==> src/rtl/tt_display_scan_if.sv <==
// Bus between the segment decoder side and the two-digit scan driver:
// segment snapshot source, scan controls, and multiplexed display outputs.
interface tt_display_scan_if;
  logic [13:0] segs_in;
  logic        en;
  logic [3:0]  brightness;
  logic [6:0]  seg;
  logic [1:0]  dig;
  logic        frame_tick;

  modport master (
    output segs_in, en, brightness,
    input  seg, dig, frame_tick
  );

  modport slave (
    input  segs_in, en, brightness,
    output seg, dig, frame_tick
  );
endinterface

==> src/rtl/tt_display_scan.sv <==
// Two-digit time-multiplexed seven-segment scan driver with dead-time
// blanking, 4-bit PWM brightness and a once-per-frame segment snapshot.
module tt_display_scan #(
  parameter int SCAN_DIV     = 1024,
  parameter int BLANK_CYCLES = 16
) (
  input logic              clk,
  input logic              rst,
  tt_display_scan_if.slave bus
);

  localparam int CNT_LEN = (SCAN_DIV > BLANK_CYCLES) ? SCAN_DIV : BLANK_CYCLES;
  localparam int CW      = $clog2(CNT_LEN);
  localparam logic [CW-1:0] SHOW_LAST  = CW'(SCAN_DIV - 1);
  localparam logic [CW-1:0] BLANK_LAST = CW'(BLANK_CYCLES - 1);

  typedef enum logic [1:0] {
    BLANK0 = 2'd0,
    SHOW0  = 2'd1,
    BLANK1 = 2'd2,
    SHOW1  = 2'd3
  } state_t;

  state_t          state_reg;
  state_t          state_next;
  logic [CW-1:0]   cnt_reg;
  logic [13:0]     snap_reg;
  logic [6:0]      seg_reg;
  logic [1:0]      dig_reg;
  logic            tick_reg;
  logic            wrap_reg;
  logic            slot_last;
  logic            gate;

  always_comb begin
    state_next = BLANK0;
    case (state_reg)
      BLANK0:  state_next = SHOW0;
      SHOW0:   state_next = BLANK1;
      BLANK1:  state_next = SHOW1;
      default: state_next = BLANK0;
    endcase
  end

  assign slot_last = (state_reg == SHOW0 || state_reg == SHOW1) ? (cnt_reg == SHOW_LAST)
                                                                : (cnt_reg == BLANK_LAST);
  assign gate      = (bus.brightness == 4'hF) || (cnt_reg[3:0] < bus.brightness);

  // wrap_reg remembers a completed SHOW1 so the tick lands on the first
  // blanked output cycle of the following frame rather than on the last lit one.
  always_ff @(posedge clk or posedge rst) begin
    if (rst) begin
      state_reg <= BLANK0;
      cnt_reg   <= '0;
      snap_reg  <= '0;
      seg_reg   <= '0;
      dig_reg   <= '0;
      tick_reg  <= 1'b0;
      wrap_reg  <= 1'b0;
    end else begin
      if (!bus.en || (state_reg == BLANK0 && cnt_reg == '0))
        snap_reg <= bus.segs_in;

      seg_reg  <= '0;
      dig_reg  <= '0;
      tick_reg <= 1'b0;
      wrap_reg <= 1'b0;

      if (!bus.en) begin
        state_reg <= BLANK0;
        cnt_reg   <= '0;
      end else begin
        tick_reg <= wrap_reg;
        case (state_reg)
          SHOW0: begin
            dig_reg <= 2'b01;
            if (gate) seg_reg <= snap_reg[6:0];
          end
          SHOW1: begin
            dig_reg <= 2'b10;
            if (gate) seg_reg <= snap_reg[13:7];
          end
          default: ;
        endcase

        if (slot_last) begin
          cnt_reg   <= '0;
          state_reg <= state_next;
          wrap_reg  <= (state_reg == SHOW1);
        end else begin
          cnt_reg <= cnt_reg + CW'(1);
        end
      end
    end
  end

  assign bus.seg        = seg_reg;
  assign bus.dig        = dig_reg;
  assign bus.frame_tick = tick_reg;

endmodule

==> src/flat_wrapper.sv <==
// flat-port wrapper written by rule: the top's interface ports become plain ports
module tt_display_scan_flat 
#(
  parameter int SCAN_DIV     = 1024,
  parameter int BLANK_CYCLES = 16
)
  (clk, rst, bus_segs_in, bus_en, bus_brightness, bus_seg, bus_dig, bus_frame_tick);
  tt_display_scan_if bus_i ();
  input logic clk;
  input logic rst;
  input wire logic [$bits(bus_i.segs_in)-1:0] bus_segs_in;
  input wire logic [$bits(bus_i.en)-1:0] bus_en;
  input wire logic [$bits(bus_i.brightness)-1:0] bus_brightness;
  output wire logic [$bits(bus_i.seg)-1:0] bus_seg;
  output wire logic [$bits(bus_i.dig)-1:0] bus_dig;
  output wire logic [$bits(bus_i.frame_tick)-1:0] bus_frame_tick;
  assign bus_i.segs_in = bus_segs_in;
  assign bus_i.en = bus_en;
  assign bus_i.brightness = bus_brightness;
  assign bus_seg = bus_i.seg;
  assign bus_dig = bus_i.dig;
  assign bus_frame_tick = bus_i.frame_tick;
  tt_display_scan #(.SCAN_DIV(SCAN_DIV), .BLANK_CYCLES(BLANK_CYCLES)) u_core (.clk(clk), .rst(rst), .bus(bus_i));
endmodule
==> config.mk <==
export PLATFORM = sky130hd
export DESIGN_NAME = tt_display_scan_flat
export DESIGN_NICKNAME = d
export VERILOG_FILES = /design/src/rtl/tt_display_scan_if.sv /design/src/rtl/tt_display_scan.sv /design/src/flat_wrapper.sv
export SDC_FILE = /design/constraint.sdc
export NUM_CORES = 1
export LEC_CHECK = 0
export ABC_AREA = 1
export CORE_MARGIN = 2
export CORE_UTILIZATION = 32
export CTS_BUF_LIST = sky130_fd_sc_hd__clkbuf_2
export CTS_CLUSTER_DIAMETER = 100
export DETAILED_ROUTE_END_ITERATION = 7
export GPL_ROUTABILITY_DRIVEN = 0
export GPL_TIMING_DRIVEN = 0
export HOLD_SLACK_MARGIN = 0.15
export PLACE_DENSITY = 0.64
export SETUP_SLACK_MARGIN = 0.02
export SKIP_CTS_REPAIR_TIMING = 1
export SLEW_MARGIN = 40
export SYNTH_ARGS = -nofsm -noshare
export SYNTH_HDL_FRONTEND = slang
export SYNTH_SLANG_ARGS = --single-unit
==> constraint.sdc <==
create_clock -name clk -period 1.5 [get_ports clk]
set_input_delay 0.225 -clock clk [delete_from_list [all_inputs] [get_ports clk]]
set_output_delay 0.225 -clock clk [all_outputs]
set_load 0.05 [all_outputs]
==> results.ini <==
[finish]
stdcell_count = 324
nets = 282
nFillCells = 562
area_growth_pct = 31.29
diodes = 0
largest_reg_flops = 14
drive_gt1_share_pct = 19.44
register_area_um2 = 928.4
multiInputGateArea_um2 = 817.0

[clock_network]
clk_latency_ns = 0.41
numCtsBuffers = 5
cts_root_buf = clkbuf_2
h-tree-depth = 2
cts_tree = done
cts.path.max_buffers = 2
cts_sinks = 37
clkTransAtPathRegs_ns = 0.20

[job]
drv_cap = 0

[timing]
tns_ns = 0
post-route-period-util_pct = 96.24
maxSlewHeadroom_pct = 58.37
clock.fmax_mhz = 692.7
drv_slew = 0
finalHoldViolCount = 0
rsz0062_at_grt = yes
fin_worst_skew_ns = 0.01847
tightest_slew_ns = 0.6237
setup_slack_ns = 0.05645
fin_crit_ns = 1.444
setup_viol = 0

[detailed_routing]
drt-pass1-iter-count = 4
routedWlPerCell_um = 11.14
finalWirelength_um = 3608
drc_errors = 0
num_vias = 1434
routed_via_density = 4.426
initialDrtViolationCount = 89
ant_nets = 0

[critical_path]
cp_slowest_stage_delay_ns = 0.46
crit_type = reg2reg
path_cells = buf_6 > inv_4 > ha_4 > and3_4 > nand2_4 > nand2_4 > buf_6 > nand2_1 > nand2_1
endpoint_kind = flop
critPathArrivalTime_ns = 1.77
startpoint_type = flop
critPathSlowestCell = dfrtp_1
cp_top_family = flip-flops
cp_num_buf_inv = 3
critPathMaxFanout = 5
critPathRequiredTime_ns = 1.82

[placement]
dp_hpwl_um = 2500
port_buffers = 29
dp_slack_ns = -0.4484
placed_cells = 309

[pwr]
comb_power_share_pct = 13.9
power.leakage_nw = 1.267
p_clk_share_pct = 31.9
p_sw_share_pct = 26.52
vdd_ir_drop_max_mv = 0.4060
power.density_nw_per_um2 = 847.7
switching_power_w = 0.0005309
power_w = 0.002002
power_frac_seq_pct = 54.2
p_int_w = 0.001471

[floorplan]
num_rows = 27
start_util_pct = 32.88
die_h_um = 78.99
coreArea_um2 = 5473
io_pins = 31
fp.dieArea_um2 = 6239
die_width_um = 78.99

[outcome]
status = finished clean

[logic_synthesis]
syn_area_per_cell_um2 = 8.650
yosysWarnings = 0
synth.distinct_cells = 25
netlist_area_um2 = 1799
syn_inst = 208
synth_seq_cells = 37
async_flop_share_pct = 100.0
synth_edf_count = 0
synth_ff_type = dfrtp_1
syn-num-nets = 239
ys_seq_area_share_pct = 51.46

[grt]
grt_pass1_wl_um = 6037
grt_usage_pct = 12.35
grt_pass1_vias = 1341
grt_max_degree = 38
antenna_found_initial = 0
gr-total-overflow = 0

[min_path]
hp-class = in2async

cells in the mapped netlist, types with 2 or more instances:
| cell type | instances | share of area (%) |
|---|---|---|
| nor2_1 | 20 | 4.2 |
| ha_1 | 10 | 7.0 |
| nand2_1 | 63 | 13 |
| dfrtp_1 | 37 | 51 |
| a21boi_0 | 7 | 2.9 |
| nand2_2 | 2 | 0.70 |
| xor2_1 | 3 | 1.5 |
| nand4_1 | 3 | 1.0 |
| xnor2_1 | 2 | 0.97 |
| buf_2 | 4 | 1.1 |
| a21oi_1 | 3 | 0.83 |
| nand3_1 | 27 | 7.5 |
| inv_1 | 15 | 3.1 |
cell type report:
| cell class | count | area share [%] |
|---|---|---|
| well taps | 72 | 3.814 |
| clock inverters | 3 | 1.960 |
| repair buffers | 37 | 14.78 |
| clock buffers | 5 | 1.059 |
| plain buffers | 6 | 1.801 |
| inverters | 16 | 2.701 |
| multi-input cells | 148 | 34.59 |
| flip-flops and latches | 37 | 39.30 |
power groups by stage:
stage          combinational (W)  clock [W]  sequential, W
6_report                0.000278   0.000639        0.00109
5_1_grt                 0.000313   0.000711        0.00109
4_1_cts                 0.000229   0.000658        0.00108
3_5_place_dp            0.000227          0        0.00110
3_3_place_gp            0.000224          0        0.00110
2_1_floorplan           0.000141          0        0.00109
logic make-up after synthesis:
group	after synthesis	synth area share [%]
DFF	37	51.46
adders and majority gates	10	6.954
AOI/OAI and AO/OA	14	5.146
xor gates and xnor gates	5	2.434
and+or+nand+nor	119	28.44
buffers and inverters	23	5.562
cell usage in the layout, fill, tap and decap left out, types with 2 or more instances in the layout:
| cell type | synthesis | layout |
|---|---|---|
| ha_1 | 10 | 7 |
| buf_4 | 0 | 5 |
| a21boi_0 | 7 | 7 |
| inv_1 | 15 | 11 |
| nand2_4 | 1 | 2 |
| xor2_1 | 3 | 3 |
| dfrtp_2 | 0 | 2 |
| clkdlybuf4s50_1 | 0 | 19 |
| buf_2 | 4 | 3 |
| nand2_1 | 63 | 59 |
| dfrtp_1 | 37 | 35 |
| ha_2 | 0 | 2 |
| dlymetal6s2s_1 | 0 | 5 |
| nand4_1 | 3 | 3 |
| nand2_2 | 2 | 5 |
| nand3_1 | 27 | 27 |
| nor2_1 | 20 | 19 |
| a21oi_1 | 3 | 3 |
| xnor2_1 | 2 | 2 |
| clkbuf_2 | 1 | 11 |
| nor2_2 | 1 | 2 |
| buf_6 | 1 | 5 |
| inv_2 | 1 | 3 |
final timing paths:
kind                                   startpoint                     to  slack [ns]  cells past startpoint
worst max-delay path            u_core.cnt_reg[0]    u_core.snap_reg[10]        0.06                      9
worst min-delay path                          rst      u_core.bus.seg[2]        0.15                      2
min in group clk                           bus_en      u_core.bus.dig[0]        0.18                      3
worst min register to register    u_core.wrap_reg  u_core.bus.frame_tick        0.46                      2
max in group asynchronous                     rst    u_core.state_reg[0]        0.91                      2
worst max register to register  u_core.cnt_reg[0]    u_core.snap_reg[10]        0.06                      9
metal layers:
metal | wire, um | share of wire [%] | vias to the layer above | GRT usage (%)
li1 | - | - | 747 | -
met1 | 1744 | 48 | 652 | 16.84
met2 | 1630 | 45 | 28 | 18.73
met3 | 157 | 4.4 | 7 | 3.068
met4 | 75 | 2.1 | 0 | 5.172
met5 | 0 | 0 | - | 0
through the flow:
stage | hold slack, ns | instance area (um^2) | utilization (%)
finish | 0.1517 | 2362 | 43.16
global route | 0.1776 | 2362 | 43.16
CTS | 0.1706 | 2251 | 41.13
detailed placement | 0.4239 | 2180 | 39.83
global placement | 0.4193 | 2180 | 39.83
floorplan | 0.3346 | 1799 | -
Power figures use the tool's default switching activity.
